## src/rtl/imem_loader.sv

```systemverilog
// Byte-stream loader for the instruction store: length, big-endian payload, XOR checksum.
// Payload bytes land at BASE_ADDR upward so a 4-byte fetch at A returns {mem[A]..mem[A+3]}.
//
// state    | meaning
// ---------+-----------------------------------------------
// S_IDLE   | waiting for start after reset
// S_LEN_HI | receiving word count [15:8]
// S_LEN_LO | receiving word count [7:0], range check
// S_DATA   | receiving payload bytes, one store write each
// S_CSUM   | receiving checksum byte
// S_DONE   | load finished with matching checksum
// S_ERR    | load aborted (length out of range or bad checksum)

module imem_loader #(
  parameter int MEM_BYTES = 4096,
  parameter int ADDR_W    = 12,
  parameter int BASE_ADDR = 0
) (
  input  logic              clock,
  input  logic              reset,
  input  logic              start,
  input  logic [7:0]        byte_in,
  input  logic              byte_valid,
  output logic              byte_ready,
  output logic              mem_we,
  output logic [ADDR_W-1:0] mem_addr,
  output logic [7:0]        mem_wdata,
  output logic [15:0]       words_loaded,
  output logic              busy,
  output logic              done,
  output logic              error
);

  localparam logic [31:0]       MAX_WORDS = 32'((MEM_BYTES - BASE_ADDR) / 4);
  localparam logic [ADDR_W-1:0] BASE      = ADDR_W'(BASE_ADDR);

  typedef enum logic [2:0] {
    S_IDLE,
    S_LEN_HI,
    S_LEN_LO,
    S_DATA,
    S_CSUM,
    S_DONE,
    S_ERR
  } state_t;

  state_t            state_q, state_d;
  logic [7:0]        len_hi_q, len_hi_d;
  logic [17:0]       bytes_left_q, bytes_left_d;
  logic [ADDR_W-1:0] ptr_q, ptr_d;
  logic [7:0]        csum_q, csum_d;
  logic [1:0]        sub_q, sub_d;
  logic [15:0]       words_q, words_d;
  logic              mem_we_q, mem_we_d;
  logic [ADDR_W-1:0] mem_addr_q, mem_addr_d;
  logic [7:0]        mem_wdata_q, mem_wdata_d;

  logic        xfer;
  logic [15:0] len_full;

  // Ready is a pure function of state so the source may wait on it freely.
  assign byte_ready = (state_q == S_LEN_HI) || (state_q == S_LEN_LO) ||
                      (state_q == S_DATA)   || (state_q == S_CSUM);
  assign xfer       = byte_valid && byte_ready;
  assign len_full   = {len_hi_q, byte_in};

  always_ff @(posedge clock) begin
    if (reset) begin
      state_q      <= S_IDLE;
      len_hi_q     <= 8'd0;
      bytes_left_q <= 18'd0;
      ptr_q        <= BASE;
      csum_q       <= 8'd0;
      sub_q        <= 2'd0;
      words_q      <= 16'd0;
      mem_we_q     <= 1'b0;
      mem_addr_q   <= BASE;
      mem_wdata_q  <= 8'd0;
    end else begin
      state_q      <= state_d;
      len_hi_q     <= len_hi_d;
      bytes_left_q <= bytes_left_d;
      ptr_q        <= ptr_d;
      csum_q       <= csum_d;
      sub_q        <= sub_d;
      words_q      <= words_d;
      mem_we_q     <= mem_we_d;
      mem_addr_q   <= mem_addr_d;
      mem_wdata_q  <= mem_wdata_d;
    end
  end

  always_comb begin
    state_d      = state_q;
    len_hi_d     = len_hi_q;
    bytes_left_d = bytes_left_q;
    ptr_d        = ptr_q;
    csum_d       = csum_q;
    sub_d        = sub_q;
    words_d      = words_q;
    mem_we_d     = 1'b0;
    mem_addr_d   = mem_addr_q;
    mem_wdata_d  = mem_wdata_q;

    case (state_q)
      S_IDLE, S_DONE, S_ERR: begin
        if (start) begin
          state_d  = S_LEN_HI;
          words_d  = 16'd0;
          csum_d   = 8'd0;
          ptr_d    = BASE;
          sub_d    = 2'd0;
          len_hi_d = 8'd0;
        end
      end
      S_LEN_HI: begin
        if (xfer) begin
          len_hi_d = byte_in;
          state_d  = S_LEN_LO;
        end
      end
      S_LEN_LO: begin
        if (xfer) begin
          bytes_left_d = {len_full, 2'b00};
          if ({16'd0, len_full} > MAX_WORDS) begin
            state_d = S_ERR;
          end else if (len_full == 16'd0) begin
            state_d = S_CSUM;
          end else begin
            state_d = S_DATA;
          end
        end
      end
      S_DATA: begin
        if (xfer) begin
          mem_we_d     = 1'b1;
          mem_addr_d   = ptr_q;
          mem_wdata_d  = byte_in;
          ptr_d        = ptr_q + ADDR_W'(1);
          csum_d       = csum_q ^ byte_in;
          sub_d        = sub_q + 2'd1;
          bytes_left_d = bytes_left_q - 18'd1;
          if (sub_q == 2'd3) begin
            words_d = words_q + 16'd1;
          end
          if (bytes_left_q == 18'd1) begin
            state_d = S_CSUM;
          end
        end
      end
      S_CSUM: begin
        if (xfer) begin
          state_d = (byte_in == csum_q) ? S_DONE : S_ERR;
        end
      end
      default: state_d = S_IDLE;
    endcase
  end

  assign mem_we       = mem_we_q;
  assign mem_addr     = mem_addr_q;
  assign mem_wdata    = mem_wdata_q;
  assign words_loaded = words_q;
  assign busy         = byte_ready;
  assign done         = (state_q == S_DONE);
  assign error        = (state_q == S_ERR);

endmodule
```

## config.mk

```make
export PLATFORM = sky130hd
export DESIGN_NAME = imem_loader
export DESIGN_NICKNAME = d
export VERILOG_FILES = /design/src/rtl/imem_loader.sv
export SDC_FILE = /design/constraint.sdc
export NUM_CORES = 1
export LEC_CHECK = 0
export CAP_MARGIN = 20
export CORE_MARGIN = 3
export CORE_UTILIZATION = 40
export CTS_BUF_LIST = sky130_fd_sc_hd__clkbuf_8
export DETAILED_ROUTE_END_ITERATION = 12
export PLACE_DENSITY = 0.65
export SYNTH_ARGS = -nofsm -noshare
export SYNTH_HDL_FRONTEND = slang
export SYNTH_SLANG_ARGS = --single-unit
```

## constraint.sdc

```tcl
create_clock -name clock -period 2.45 [get_ports clock]
set_clock_uncertainty 0.1 [all_clocks]
set_input_delay 0.735 -clock clock [delete_from_list [all_inputs] [get_ports clock]]
set_output_delay 0.735 -clock clock [all_outputs]
set_load 0.03 [all_outputs]
```

==> results of run 1 <==
-- timing repair --
action,4_1_cts,5_1_grt
hold buffers,0,0
gates resized for setup,2,10
endpoints found under the setup margin,3,10
endpoints found under the hold margin,0,0
-- final cells by class --
| type | count | area, sq um | area share [%] |
|---|---|---|---|
| timing repair buffer | 87 | 870 | 15.3 |
| multi-input combinational | 424 | 2640 | 46.4 |
| tap | 140 | 175 | 3.08 |
| clock buffer | 10 | 138 | 2.42 |
| sequential | 88 | 1760 | 31.0 |
| clock inverter | 6 | 45.0 | 0.793 |
| inverter | 15 | 56.3 | 0.991 |
-- power breakdown --
| part | switching (mW) | internal (mW) |
|---|---|---|
| combinational | 0.994 | 0.606 |
| sequential | 0.0913 | 1.52 |
| clock | 0.559 | 0.397 |
| total | 1.64 | 2.52 |
-- synth_stat cells (3+ instances only) --
cell / number / area (sq um)
dfxtp_1: 88 / 1760
inv_1: 14 / 52.6
a211o_1: 3 / 26.3
buf_6: 4 / 45.0
nor2_1: 69 / 259
nor2b_1: 3 / 18.8
and4_1: 3 / 26.3
clkbuf_1: 23 / 86.3
nand3_1: 19 / 95.1
xnor2_1: 25 / 219
buf_2: 8 / 40.0
nor3_2: 8 / 80.1
a31oi_1: 4 / 25.0
xor2_1: 8 / 70.1
nand2_1: 63 / 236
ha_1: 5 / 62.6
o31ai_1: 6 / 45.0
a2111oi_4: 5 / 138
nor4_1: 5 / 31.3
buf_4: 4 / 30.0
a22oi_1: 3 / 22.5
nor3b_1: 5 / 37.5
nand4_1: 6 / 37.5
o21ai_0: 25 / 125
o22ai_1: 3 / 18.8
a211oi_1: 19 / 143
a21oi_1: 59 / 295
nor3_1: 20 / 100
or3_1: 7 / 43.8
o211ai_1: 9 / 67.6
-- kinds of logic (layout without fill, tap and decap cells) --
logic type,count (synthesis),count (layout)
muxes,2,2
AOI/OAI and AO/OA,152,152
xor gates and xnor gates,34,34
DFF,88,88
buffers and inverters,56,118
and+or+nand+nor,231,231
adders and majority gates,5,5
-- state kept, by name, indices dropped and copies added, names as in the netlist --
register and count:
bytes_left_q 18, words_loaded 16, mem_addr 12, ptr_q 12
csum_q 8, len_hi_q 8, mem_wdata 8, state_q 3
sub_q 2, mem_we 1
-- cell usage in the layout, fill, tap and decap left out, types with 3 or more instances in the layout --
master | netlist | final
nor3_2 | 8 | 9
and4_1 | 3 | 3
buf_4 | 4 | 30
o22ai_1 | 3 | 3
a211o_1 | 3 | 3
nand4_1 | 6 | 6
a22oi_1 | 3 | 3
nor4_1 | 5 | 5
o31ai_1 | 6 | 6
nor2_1 | 69 | 67
buf_12 | 0 | 6
ha_1 | 5 | 5
nand2_1 | 63 | 63
a31oi_1 | 4 | 4
nand3_1 | 19 | 19
dlymetal6s2s_1 | 0 | 7
xnor2_1 | 25 | 25
o21ai_0 | 25 | 25
nor3b_1 | 5 | 5
o211ai_1 | 9 | 9
a211oi_1 | 19 | 19
a2111oi_4 | 5 | 5
xor2_1 | 8 | 8
nor2b_1 | 3 | 3
or3_1 | 7 | 7
clkbuf_8 | 0 | 10
nor3_1 | 20 | 19
clkinvlp_4 | 0 | 3
inv_1 | 14 | 14
dfxtp_1 | 88 | 88
a21oi_1 | 59 | 59
clkdlybuf4s50_1 | 0 | 40
nor2_2 | 1 | 3
-- routing by layer --
metal  vias to the layer above  track usage, %
li1                       2123               -
met1                      2090            26.4
met2                       122            31.4
met3                        13            5.68
met4                         0            4.59
met5                         -               0
-- how the worst max path moves through the flow --
stage / from / endpoint
after floorplan: state_q[1]$_SDFFE_PP0P_ / byte_ready
after global placement: byte_in[1] / state_q[1]$_SDFFE_PP0P_
after detailed placement: byte_in[1] / state_q[1]$_SDFFE_PP0P_
after CTS: words_loaded[8]$_SDFFE_PP0P_ / words_loaded[8]
after global routing: words_loaded[7]$_SDFFE_PP0P_ / words_loaded[7]
final: words_loaded[4]$_SDFFE_PP0P_ / words_loaded[4]
==> impl_metrics.env, run 1 <==
export IMPL_placed_cell_area_sq_um=5470
export IMPL_cp_depth=1
export IMPL_num_io_pins=53
export IMPL_worstRegToRegCells=5
export IMPL_dieHeight_um=114
export IMPL_drive_gt1_share_pct=14.6
export IMPL_synthMuxAreaShare_pct=0.457
export IMPL_vias_per_cell=5.65
export IMPL_routabilityCongestion=0.842
export IMPL_insertion_delay_ns=0.38
export IMPL_grt_pass1_vias=4183
export IMPL_hold_slack_ns=0.357
export IMPL_overflow=0
export IMPL_worst_path_buf_inv=1
export IMPL_fillers=1079
export IMPL_die_width_um=114
export IMPL_path_cells="clkdlybuf4s50_1"
export IMPL_synthAdderAreaFrac_pct=1.34
export IMPL_fin_area_sq_um=5680
export IMPL_drc=0
export IMPL_htree_num_levels=3
export IMPL_start_util_pct=41.8
export IMPL_vdd_drop_max_uv=584
export IMPL_die_area_sq_um=13000
export IMPL_clk_pin_slew_worst_paths_ns=0.08
export IMPL_p_leak_nw=2.02
export IMPL_yosys_warnings=0
export IMPL_ys_seq_area_share_pct=37.8
export IMPL_timing_rr_start="state_q[0]$_SDFFE_PP0P_"
export IMPL_pre_cts_ws_ns=-0.168
export IMPL_root_buffer="clkbuf_8"
export IMPL_async_flop_share_pct=0
export IMPL_grt_max_degree=49
export IMPL_cp_slowest_cell="clkdlybuf4s50_1"
export IMPL_postSynthCellCount=568
export IMPL_cts_tree="built"
export IMPL_slowest_delay_ns=0.71
export IMPL_antenna_cells=0
export IMPL_synthXorXnorAreaFrac_pct=6.56
export IMPL_hold_path_class="reg2reg"
export IMPL_grt_setup_unrepaired="no"
export IMPL_drv_slew=0
export IMPL_end_kind="output pin"
export IMPL_fmax_mhz=426
export IMPL_met3_length_um=704
export IMPL_hold_viol=0
export IMPL_synthSimpleGateAreaFrac_pct=25.0
export IMPL_wl_met1_um=5510
export IMPL_dp_hpwl_um=8570
export IMPL_routed_wl_met2_um=5840
export IMPL_synth_seq_cells=88
export IMPL_antenna_found_initial=0
export IMPL_crit_required_ns=1.62
export IMPL_power_per_cell_area_nw_per_um2=733
export IMPL_crit_type="reg2out"
export IMPL_ant_nets=0
export IMPL_worst_pin_slew_ns=0.886
export IMPL_arrival_ns=1.51
export IMPL_finalNonFillerCells=770
export IMPL_r2r_setup_slack_ns=0.47
export IMPL_critPathLaunchType="register"
export IMPL_track_usage_pct=19.7
export IMPL_routed_wl_um=12200
export IMPL_max_clock_path_buffers=2
export IMPL_drv_cap=0
export IMPL_fp_coreArea_sq_um=11100
export IMPL_synthDistinctLibCells=66
export IMPL_p_total_mw=4.17
export IMPL_nets=642
export IMPL_min_from="mem_addr[3]$_SDFFE_PP0P_"
export IMPL_post_drt_wl_per_cell_um=15.9
export IMPL_netlist_area_sq_um=4660
export IMPL_portBuffers=52
export IMPL_std_cell_rows=38
export IMPL_cts_made_buffers=9
export IMPL_synth_net_count=585
export IMPL_setup_tns_ns=0
export IMPL_dp_cells=754
export IMPL_critPathMaxFanout=4
export IMPL_grt_pass1_wl_um=20800
export IMPL_clock_sinks=88
export IMPL_synth_edff_count=0
export IMPL_avgSynthCellArea_sq_um=8.20
export IMPL_dominantRegCellSynth="dfxtp_1"
export IMPL_drtIter0Drc=330
export IMPL_synth_compound_area_share_pct=23.0
export IMPL_min_path_cells=2
export IMPL_outcome="finished clean"
export IMPL_synth_top_family_by_area="simple AND/OR/NAND/NOR gates"
export IMPL_post_cts_buffers=0
export IMPL_top_layer_used="met4"
export IMPL_fin_util_pct=51.1
export IMPL_first_pass_iters=4
export IMPL_whs_endpoint="mem_addr[3]$_SDFFE_PP0P_"
export IMPL_r2r_end="bytes_left_q[12]$_SDFFE_PP0P_"
export IMPL_vias=4348
export IMPL_fin_crit_sh_pct=95.8
export IMPL_slew_headroom_pct=40.5
export IMPL_setup_viol=0
export IMPL_period_needed_ns=2.35
export IMPL_area_growth_pct=22.1
export IMPL_cp_top_family="buffers and inverters"
export IMPL_setup_ws_ns=0.104
No activity file was read; power rests on OpenSTA's default activity.
==> run 2, diff against run 1 <==
==> constraint.sdc (replaced) <==
create_clock -name clock -period 2.5 [get_ports clock]
set_clock_uncertainty 0.1 [all_clocks]
set_input_delay 0.75 -clock clock [delete_from_list [all_inputs] [get_ports clock]]
set_output_delay 0.75 -clock clock [all_outputs]
set_load 0.03 [all_outputs]
==> run 2 against run 1 <==
Effect of this change: setup slack worse by 0.023 ns; largest power group unchanged; global-route usage down 0.37 points; cell count up 1.0%; combinational power down 4%; via count up 0.18%; first-iteration DRC count down 6.1%; clock-buffer cell count up 1; wire length down 0.52%; utilization up 0.43 points; highest routed layer unchanged.
==> impl_metrics.env, run 2 (same netlist as run 1, synthesis figures left out) <==
export IMPL_crit_type="reg2out"
export IMPL_track_usage_pct=19.3
export IMPL_min_from="mem_wdata[5]$_SDFFE_PP0P_"
export IMPL_max_flop_register="bytes_left_q"
export IMPL_fmax_mhz=413
export IMPL_grt_pass1_wl_um=20300
export IMPL_ant_nets=0
export IMPL_drive_gt1_share_pct=15.5
export IMPL_drv_slew=0
export IMPL_start_util_pct=41.8
export IMPL_whs_endpoint="mem_wdata[5]$_SDFFE_PP0P_"
export IMPL_overflow=0
export IMPL_drtIter0Drc=310
export IMPL_critPathMaxFanout=5
export IMPL_area_growth_pct=23.1
export IMPL_dieHeight_um=114
export IMPL_post_drt_wl_per_cell_um=15.6
export IMPL_die_area_sq_um=13000
export IMPL_cp_depth=1
export IMPL_hold_path_class="reg2reg"
export IMPL_r2r_setup_slack_ns=0.46
export IMPL_fin_area_sq_um=5730
export IMPL_clock_sinks=88
export IMPL_cts_made_buffers=9
export IMPL_worst_pin_slew_ns=0.824
export IMPL_routabilityCongestion=0.901
export IMPL_multi_input_area_sq_um=2650
export IMPL_antenna_found_initial=0
export IMPL_fillers=1098
export IMPL_outcome="finished clean"
export IMPL_hold_slack_ns=0.358
export IMPL_critPathLaunchType="register"
export IMPL_crit_required_ns=1.65
export IMPL_timing_rr_start="state_q[1]$_SDFFE_PP0P_"
export IMPL_grt_pass1_vias=4146
export IMPL_fp_coreArea_sq_um=11100
export IMPL_hold_viol=0
export IMPL_htree_num_levels=3
export IMPL_drc=0
export IMPL_portBuffers=52
export IMPL_grt_setup_unrepaired="no"
export IMPL_nets=649
export IMPL_final_cell_mix="dfxtp_1, nor2_1, nand2_1"
export IMPL_arrival_ns=1.57
export IMPL_routed_wl_um=12200
export IMPL_placed_cell_area_sq_um=5500
export IMPL_clk_pin_slew_worst_paths_ns=0.09
export IMPL_post_cts_buffers=0
export IMPL_power_per_cell_area_nw_per_um2=726
export IMPL_finalNonFillerCells=778
export IMPL_worstRegToRegCells=7
export IMPL_cp_top_family="buffers and inverters"
export IMPL_min_path_cells=2
export IMPL_r2r_end="csum_q[7]$_SDFFE_PP0P_"
export IMPL_register_area_sq_um=1760
export IMPL_worst_path_buf_inv=1
export IMPL_max_clock_path_buffers=2
export IMPL_end_kind="output pin"
export IMPL_setup_viol=0
export IMPL_vdd_drop_max_uv=350
export IMPL_cp_slowest_cell="clkdlybuf4s50_1"
export IMPL_period_needed_ns=2.42
export IMPL_first_pass_iters=4
export IMPL_final_common_cell="dfxtp_1"
export IMPL_dp_cells=761
export IMPL_std_cell_rows=38
export IMPL_insertion_delay_ns=0.38
export IMPL_p_leak_nw=1.95
export IMPL_root_buffer="clkbuf_8"
export IMPL_slowest_delay_ns=0.73
export IMPL_vias_per_cell=5.60
export IMPL_die_width_um=114
export IMPL_fin_crit_sh_pct=96.8
export IMPL_path_cells="clkdlybuf4s50_1"
export IMPL_largest_reg_flops=18
export IMPL_num_io_pins=53
export IMPL_grt_max_degree=36
export IMPL_dp_hpwl_um=8810
export IMPL_vias=4356
export IMPL_slew_headroom_pct=44.7
export IMPL_drv_cap=0
export IMPL_cts_tree="built"
export IMPL_fin_util_pct=51.5
-- run 2: changes by cell type in the layout (fill, tap and decap cells not counted), moves of 2 or more --
cell,delta
buf_4,+11
clkinv_4,-2
clkdlybuf4s50_1,+7
buf_6,-2
dlymetal6s2s_1,-6
buf_12,-2
-- run 2: what timing repair did --
action,4_1_cts,5_1_grt
hold buffers,0,0
gates cloned,0,0
setup endpoints to repair,3,2
resized for setup,3,2
-- run 2: worst max-delay path by stage --
| stage | from | to | slack (ns) |
|---|---|---|---|
| 3_3_place_gp | byte_in[2] | state_q[1]$_SDFFE_PP0P_ | -0.06 |
| 3_5_place_dp | byte_in[5] | state_q[1]$_SDFFE_PP0P_ | -0.14 |
| 5_1_grt | words_loaded[0]$_SDFFE_PP0P_ | words_loaded[0] | 0.02 |
| 4_1_cts | state_q[0]$_SDFFE_PP0P_ | error | 0.01 |
| 6_report | words_loaded[10]$_SDFFE_PP0P_ | words_loaded[10] | 0.08 |
| 2_1_floorplan | state_q[1]$_SDFFE_PP0P_ | byte_ready | 0.07 |
-- run 2: worst register-to-register path, cell delays in order (launching register included) --
cell and delay (ns):
dfxtp_1 0.33, buf_4 0.28, and3b_4 0.28, o21ai_4 0.37, and2_4 0.26, buf_4 0.14
o21ai_0 0.09, a21oi_1 0.12
-- run 2: cell type report --
class / instances / share of cell area, %
Tap cell: 140 / 3.06
Inverter: 15 / 0.983
Clock inverter: 5 / 0.983
Timing Repair Buffer: 94 / 15.3
Multi-Input combinational cell: 424 / 46.3
Antenna cell: 1 / 0.0437
Clock buffer: 11 / 2.64
Sequential cell: 88 / 30.7
-- run 2: through the flow --
| stage | setup TNS (ns) | power, mW | setup slack [ns] |
|---|---|---|---|
| after detailed placement | -0.812 | 3.12 | -0.141 |
| after global placement | -0.132 | 3.09 | -0.0551 |
| after CTS | 0 | 4.18 | 0.0101 |
| after floorplan | 0 | 2.69 | 0.0748 |
| after global routing | 0 | 4.42 | 0.0225 |
| final | 0 | 4.16 | 0.0805 |
-- run 2: power by group --
part           leakage, nW  total, mW  switching, mW  internal (mW)
clock               0.0990       1.04          0.525          0.513
combinational         1.14       1.54          0.962          0.580
sequential           0.710       1.58         0.0895           1.49
total                 1.95       4.16           1.58           2.58
-- run 2: metal layers --
metal	part of all wire [%]	GRT usage (%)
met2	48	31.3
met5	0	0
met4	1.2	5.54
met3	6.4	5.78
met1	45	24.9
==> run 3, diff against run 2 <==
--- a/config.mk
+++ b/config.mk
@@ -9,7 +9,9 @@
 export CORE_MARGIN = 3
 export CORE_UTILIZATION = 40
 export CTS_BUF_LIST = sky130_fd_sc_hd__clkbuf_8
+export CTS_CLUSTER_DIAMETER = 100
 export DETAILED_ROUTE_END_ITERATION = 12
+export HOLD_SLACK_MARGIN = 0.1
 export PLACE_DENSITY = 0.65
 export SYNTH_ARGS = -nofsm -noshare
 export SYNTH_HDL_FRONTEND = slang
==> constraint.sdc (replaced) <==
create_clock -name clock -period 2.5 [get_ports clock]
set_clock_uncertainty 0.1 [all_clocks]
set_input_delay 0.75 -clock clock [delete_from_list [all_inputs] [get_ports clock]]
set_output_delay 0.75 -clock clock [all_outputs]
set_load 0.005 [all_outputs]
==> run 3 against run 2 <==
Effect of this change: global-route usage grew 0.43 points; flip-flop and latch count is the same; worst hold slack better by 0.0028 ns; clock power increased by 39%.
==> impl_metrics.env, run 3 (same netlist as run 1, synthesis figures left out) <==
export IMPL_outcome="finished clean"
export IMPL_start_util_pct=41.8
export IMPL_p_seq_share_pct=34.8
export IMPL_startpoint="state_q[2]$_SDFFE_PP0P_"
export IMPL_worstRegToRegCells=7
export IMPL_period_needed_ns=2.46
export IMPL_slew_headroom_pct=40.9
export IMPL_vias_per_cell=5.60
export IMPL_area_growth_pct=25.5
export IMPL_final_cell_mix="dfxtp_1, nor2_1, nand2_1"
export IMPL_vdd_drop_max_uv=364
export IMPL_dieHeight_um=114
export IMPL_combPwrFrac_pct=33.8
export IMPL_worst_pin_slew_ns=0.880
export IMPL_slowest_delay_ns=0.50
export IMPL_p_total_mw=4.61
export IMPL_largest_reg_flops=18
export IMPL_hold_path_class="reg2reg"
export IMPL_p_leak_nw=1.99
export IMPL_multi_input_area_sq_um=2650
export IMPL_cp_slowest_cell="clkdlybuf4s50_1"
export IMPL_track_usage_pct=19.7
export IMPL_min_path_cells=2
export IMPL_max_clock_path_buffers=2
export IMPL_hold_slack_ns=0.361
export IMPL_max_flop_register="bytes_left_q"
export IMPL_antenna_cells=0
export IMPL_fmax_mhz=407
export IMPL_hold_viol=0
export IMPL_drv_slew=0
export IMPL_fillers=1056
export IMPL_routed_wl_um=12500
export IMPL_pwr_share_clk_pct=31.5
export IMPL_internal_power_mw=3.06
export IMPL_antenna_found_initial=0
export IMPL_power_per_cell_area_nw_per_um2=789
export IMPL_drtIter0Drc=297
export IMPL_setup_viol=0
export IMPL_fp_coreArea_sq_um=11100
export IMPL_num_io_pins=53
export IMPL_crit_required_ns=1.65
export IMPL_clk_pin_slew_worst_paths_ns=0.09
export IMPL_fin_crit_sh_pct=98.2
export IMPL_critPathLaunchType="register"
export IMPL_end_kind="output pin"
export IMPL_drv_cap=0
export IMPL_die_area_sq_um=13000
export IMPL_r2r_end="csum_q[2]$_SDFFE_PP0P_"
export IMPL_portBuffers=52
export IMPL_first_pass_iters=4
export IMPL_timing_rr_start="state_q[2]$_SDFFE_PP0P_"
export IMPL_grt_pass1_wl_um=21100
export IMPL_vias=4342
export IMPL_grt_max_degree=31
export IMPL_ant_nets=0
export IMPL_grt_pass1_vias=4264
export IMPL_std_cell_rows=38
export IMPL_drc=0
export IMPL_crit_type="reg2out"
export IMPL_r2r_setup_slack_ns=0.53
export IMPL_critPathMaxFanout=10
export IMPL_whs_endpoint="mem_addr[7]$_SDFFE_PP0P_"
export IMPL_path_cells="buf_6 > and3_1 > clkdlybuf4s50_1"
export IMPL_insertion_delay_ns=0.37
export IMPL_htree_num_levels=3
export IMPL_pre_cts_ws_ns=-0.103
export IMPL_dp_hpwl_um=8740
export IMPL_routabilityCongestion=0.888
export IMPL_worst_path_buf_inv=2
export IMPL_clock_sinks=88
export IMPL_cp_top_family="buffers and inverters"
export IMPL_drive_gt1_share_pct=15.4
export IMPL_ctsHoldBuffers=0
export IMPL_setup_ws_ns=0.0438
export IMPL_nets=648
export IMPL_min_from="mem_addr[7]$_SDFFE_PP0P_"
export IMPL_cts_made_buffers=9
export IMPL_root_buffer="clkbuf_8"
export IMPL_die_width_um=114
export IMPL_cts_tree="built"
export IMPL_final_common_cell="dfxtp_1"
export IMPL_power_switching_mw=1.55
export IMPL_overflow=0
export IMPL_swShare_pct=33.7
export IMPL_register_area_sq_um=1770
export IMPL_arrival_ns=1.61
export IMPL_post_drt_wl_per_cell_um=16.1
-- run 3: cell count changes in the layout (fill, tap and decap cells not counted), sizes merged --
cell / before / now
buf: 46 / 42
clkinvlp: 3 / 0
diode: 1 / 0
bufinv: 1 / 5
dlygate4sd2: 0 / 1
clkdlybuf4s50: 47 / 49
inv: 16 / 15
-- run 3: cell type report --
type / count / share of cell area (%)
Inverter: 15 / 0.964
Tap cell: 140 / 3.00
Clock buffer: 11 / 2.59
Multi-Input combinational cell: 424 / 45.3
Clock inverter: 5 / 2.57
Timing Repair Buffer: 93 / 15.3
Sequential cell: 88 / 30.3
-- run 3: worst register-to-register path: stages, from the launching register on --
cell     delay [ns]
dfxtp_2        0.40
buf_4          0.19
and3b_1        0.24
o21ai_4        0.38
and2_4         0.25
buf_12         0.12
nor2_1         0.06
nor3_2         0.17
-- run 3: what timing repair did --
item                       CTS  global route
hold endpoints to repair     0             0
setup endpoints to repair    4             3
gates cloned                 0             0
setup buffers                0             3
resized for setup            3            12
-- run 3: per-layer routing --
metal | global-route usage, % | vias up | share of wire, %
met4 | 5.78 | 0 | 0.98
met3 | 5.09 | 11 | 5.6
li1 | - | 2143 | -
met5 | 0 | - | 0
met1 | 25.6 | 2089 | 45
met2 | 32.4 | 99 | 48
-- run 3: per-stage QoR --
stage	TNS [ns]	area, sq um	std cells	utilization, %
floorplan	0	4660	568	-
global placement	-0.0840	5470	757	49.2
detailed placement	-0.598	5470	757	49.2
CTS	-0.169	5780	773	52.0
global route	-0.00168	5840	776	52.5
finish	0	5840	776	52.5
-- run 3: power groups by stage --
stage	combinational (mW)	clock (mW)	sequential, mW
2_1_floorplan	1.03	0	1.60
3_5_place_dp	1.48	0	1.61
6_report	1.56	1.45	1.60
3_3_place_gp	1.45	0	1.61
5_1_grt	1.70	1.53	1.62
4_1_cts	1.49	1.47	1.58
-- run 3: how the worst max path moves through the flow --
stage | to | slack, ns | cells past startpoint
5_1_grt | busy | -0.002 | 3
3_5_place_dp | state_q[0]$_SDFFE_PP0P_ | -0.10 | 6
4_1_cts | byte_ready | -0.06 | 3
6_report | error | 0.04 | 3
3_3_place_gp | state_q[1]$_SDFFE_PP0P_ | -0.06 | 7
2_1_floorplan | csum_q[5]$_SDFFE_PP0P_ | 0.37 | 7
==> variant 1, RTL diff (config.mk and constraints of run 2) <==
Set the parameter `ADDR_W` to 13 (it was 12).
--- a/src/rtl/imem_loader.sv
+++ b/src/rtl/imem_loader.sv
@@ -14,5 +14,5 @@
 module imem_loader #(
   parameter int MEM_BYTES = 4096,
-  parameter int ADDR_W    = 12,
+  parameter int ADDR_W    = 13,
   parameter int BASE_ADDR = 0
 ) (
Interface: changed (resized mem_addr); port bits go from 53 to 54. The function was not compared with the original's and may differ.
==> variant 1 against run 2 <==
Power increased by 3.4%. Final area decreased by 1.0%. Synthesized cell count decreased by 0.18%. Sequential power increased by 6%. Core utilization increased by 0.35 points. Sequential cell count increased by 2. Area after synthesis decreased by 2.6%. Worst setup slack improved by 0.030 ns. Wire length decreased by 5.1%. Critical endpoint is now words_loaded[3].
==> variant 1: results (changes against run 2) <==
- Status: finished, final reports clean (unchanged)
- Synth top area cells: dfxtp_1 40%, nor2_1 7.0%, nand2_1 5.3% (was dfxtp_1 38%, a21oi_1 6.3%, nor2_1 5.6%)
- Leakage power figure: 0.00203 uW (was 0.00195 uW)
- Origin of the worst setup path: words_loaded[3] (was words_loaded[10])
- # port buffers: 53 (was 52)
- FF-to-FF Start: bytes_left_q[11] (was state_q[1])
- Filler Cells Inserted: 1055 (was 1098)
- Sequential share of the synthesized area: 0.397 (was 0.378)
- Met1 GRT Util: 0.257 (was 0.249)
- Gpl congestion: 0.830 (was 0.901)
- Met1 wire length: 5680 um (was 5450 um)
- Yosys warns: 0 (unchanged)
- Tightest Pin Transition: 0.506 ns (was 0.824 ns)
- Grt met2 use: 0.288 (was 0.313)
- Layout cells sized above 1: 0.123 (was 0.155)
- Crit path DAT: 1.54 ns (was 1.57 ns)
- Post-synth top cells: 90 x dfxtp_1, 84 x nor2_1, 64 x nand2_1 (was 88 x dfxtp_1, 69 x nor2_1, 63 x nand2_1)
- Hold Crit Start: mem_addr[11] (was mem_wdata[5])
- Met3 Use GR: 0.0340 (was 0.0578)
- Met3 wire length: 504 um (was 777 um)
- Vias: 4232 (was 4356)
- Met2 routed WL: 5130 um (was 5800 um)
- First-pass GRT wire length: 19400 um (was 20300 um)
- 1st-iter DRT viols: 275 (was 310)
- Nets@finish: 656 (was 649)
- Highest routed metal layer: met4 (unchanged)
- Detail Placement HPWL: 8420 um (was 8810 um)
- Gr usage total: 0.187 (was 0.193)
- Worst-path fanout max: 6 (was 5)
- Syn avg cell area: 8.00 um2 (was 8.20 um2)
- First-pass iteration count of the detailed router: 5 (was 4)
- Number of library cell types mapped by synthesis: 62 (was 66)
==> variant 1: where the power goes <==
| group | switching, uW | internal, uW | total (uW) |
|---|---|---|---|
| clock | 536 | 563 | 1100 |
| combinational | 892 | 642 | 1530 |
| sequential | 135 | 1530 | 1670 |
| total | 1560 | 2740 | 4300 |
==> variant 1: layout make-up <==
| cell class | count | area share |
|---|---|---|
| repair buffers | 99 | 0.158 |
| clock inverters | 7 | 0.0165 |
| well taps | 140 | 0.0309 |
| multi-input cells | 428 | 0.447 |
| flip-flops and latches | 90 | 0.318 |
| inverters | 11 | 0.00728 |
| clock buffers | 9 | 0.0218 |
==> variant 1: kinds of logic (layout without fill, tap and decap cells) <==
kind of cell,after synthesis,in the layout,synth area share
xor gates and xnor gates,38,38,0.0734
DFF,90,90,0.397
AOI/OAI and AO/OA,125,125,0.188
adders and majority gates,6,6,0.0160
and+or+nand+nor,249,249,0.259
muxes,10,10,0.0221
buffers and inverters,49,126,0.0439
==> variant 1: what timing repair did <==
item,4_1_cts,5_1_grt
gates resized for setup,0,2
endpoints found under the hold margin,0,0
endpoints found under the setup margin,0,4
==> variant 1: final timing paths <==
kind	slack (ns)	cells after the start	end
max	0.11	1	words_loaded[3]
min	0.36	2	mem_addr[11]
max reg2reg	0.28	5	state_q[1]
min reg2reg	0.36	2	mem_addr[11]
==> variant 1: stage by stage <==
step / cell area [um2] / setup WS [ns] / hold WS, ns / utilization
after floorplan: 4530 / 0.106 / 0.344 / -
after global placement: 5450 / -0.172 / 0.348 / 0.498
after detailed placement: 5450 / -0.210 / 0.352 / 0.498
after CTS: 5670 / 0.0146 / 0.365 / 0.518
after global routing: 5670 / 0.0330 / 0.384 / 0.519
final: 5670 / 0.110 / 0.362 / 0.519
==> variant 2, RTL diff (settings of run 2) <==
Without the edit above. Reset style: asynchronous (`reset`), changed in one clocked block.
--- a/src/rtl/imem_loader.sv
+++ b/src/rtl/imem_loader.sv
@@ -65,5 +65,5 @@
   assign len_full   = {len_hi_q, byte_in};
 
-  always_ff @(posedge clock) begin
+  always_ff @(posedge clock or posedge reset) begin
     if (reset) begin
       state_q      <= S_IDLE;
Check against the original RTL: differs if reset is asserted again (counterexample within 4 cycles, from zero or initial values and one cycle with reset high); with reset held inactive, the same outputs for 10 cycles.
==> variant 2 against run 2 <==
Final cell count is 5.4% lower. Final area is 2.6% lower. Sequential power is 32% higher. Sequential share of layout area is 8.7 points higher. Largest power group is now combinational cells. Power is 28% higher. Register-to-register slack worse by 0.34 ns. Core utilization is 0.45 points lower. Worst setup slack better by 0.014 ns. Sequential cell count stayed put. Area after synthesis is 3.4% lower. Wire length is 4.8% lower. Fmax is 0.59% higher.
==> variant 2: results (changes against run 2) <==
- First-pass iteration count of the detailed router: 4 (unchanged)
- Buffers excl. clock: 96 (was 94)
- First-pass GRT wire length: 20000 um (was 20300 um)
- Number of library cell types mapped by synthesis: 53 (was 66)
- Inserted Diodes: 0 (was 1)
- Combinational fraction of design power: 0.430 (was 0.371)
- Filler Cells Inserted: 1057 (was 1098)
- Post-synthesis mux area share: 0.00473 (was 0.00457)
- Final wirelength: 11600 um (was 12200 um)
- Clock buffers and inverters, area share: 0.0320 (was 0.0362)
- Post-Syn Nets: 533 (was 585)
- Area Growth Syn to Fin: 24.1% (was 23.1%)
- Inverters, non-clock: 9 (was 15)
- Seq area share: 0.394 (was 0.307)
- Synth Area in XOR/XNOR: 0.0448 (was 0.0656)
- Vias: 4028 (was 4356)
- Data buffer area share: 0.153 (about the same)
- Placed Cells: 723 (was 761)
- Post-DP Area: 0.00541 mm2 (was 0.00550 mm2)
- Register-to-register path setup slack: 0.12 ns (was 0.46 ns)
- Gpl congestion: 0.840 (was 0.901)
- Detail Placement HPWL: 8110 um (was 8810 um)
- 1st-iter DRT viols: 197 (was 310)
- # clk buffers: 13 (was 11)
- Fraction of area in multi-input gates: 0.382 (was 0.463)
- Layout cells sized above 1: 0.117 (was 0.155)
- Max VDD drop: 491 uV (was 350 uV)
- Max reg flops: 18 (unchanged)
- Worst hold slack: 0.376 ns (was 0.358 ns)
- Worst Reg-to-Reg Cells: 5 (was 7)
- Clock network fraction of total power: 0.178 (was 0.250)
- FF-to-FF Start: bytes_left_q[12] (was state_q[1])
- Worst-path fanout max: 6 (was 5)
- Largest area contributor in the netlist: dfrtp_1 (was dfxtp_1)
- Leakage power figure: 0.00240 uW (was 0.00195 uW)
- Adder-Cell Fraction of Synth Area: 0.0139 (was 0.0134)
- Hold EP: mem_addr[9] (was mem_wdata[5])
- Die area: 0.0126 mm2 (was 0.0130 mm2)
- Status: finished, final reports clean (unchanged)
- Sequential share of the synthesized area: 0.489 (was 0.378)
- Gr usage total: 0.194 (was 0.193)
- Nets@finish: 611 (was 649)
- Cell family with most CP delay: buffers and inverters (unchanged)
- Complex-gate fraction of the synthesized area: 0.176 (was 0.230)
- Synth top area cells: dfrtp_1 49%, nand2_1 8.8%, o21ai_0 5.8% (was dfxtp_1 38%, a21oi_1 6.3%, nor2_1 5.6%)
- WL/cell: 15.8 um (was 15.6 um)
- Cells after Synth: 516 (was 568)
- R2R Path End: state_q[1] (was csum_q[7])
- Int Power: 3150 uW (was 2580 uW)
- Post-synth top cells: 105 x nand2_1, 88 x dfrtp_1, 52 x o21ai_0 (was 88 x dfxtp_1, 69 x nor2_1, 63 x nand2_1)
- Slew HR: 0.387 (was 0.447)
- Clk power: 952 uW (was 1040 uW)
variant 2: worst max-delay path by stage:
stage,startpoint,endpoint,cells after the start
after floorplan,state_q[2],byte_ready,4
after global placement,byte_valid,words_loaded[3],6
after detailed placement,byte_valid,words_loaded[7],6
after CTS,words_loaded[0],words_loaded[0],1
after global routing,state_q[0],byte_ready,3
final,words_loaded[0],words_loaded[0],1
variant 2: stage by stage:
stage	TNS, ns	setup slack, ns
6_report	0	0.0946
5_1_grt	0	0.0328
4_1_cts	0	0.0854
3_5_place_dp	-2.27	-0.167
3_3_place_gp	-1.63	-0.0899
2_1_floorplan	0	0.0964
variant 2: routing by layer:
layer  part of all wire  GRT usage  up-vias
li1                   -          -     1966
met2               0.48      0.308       89
met3              0.044     0.0474       15
met4              0.018     0.0641        0
met5                  0          0        -
met1               0.46      0.263     1958
variant 2: what timing repair did:
| item | CTS | global route |
|---|---|---|
| resized for setup | 1 | 0 |
| endpoints found under the setup margin | 1 | 0 |
| hold buffers | 0 | 0 |
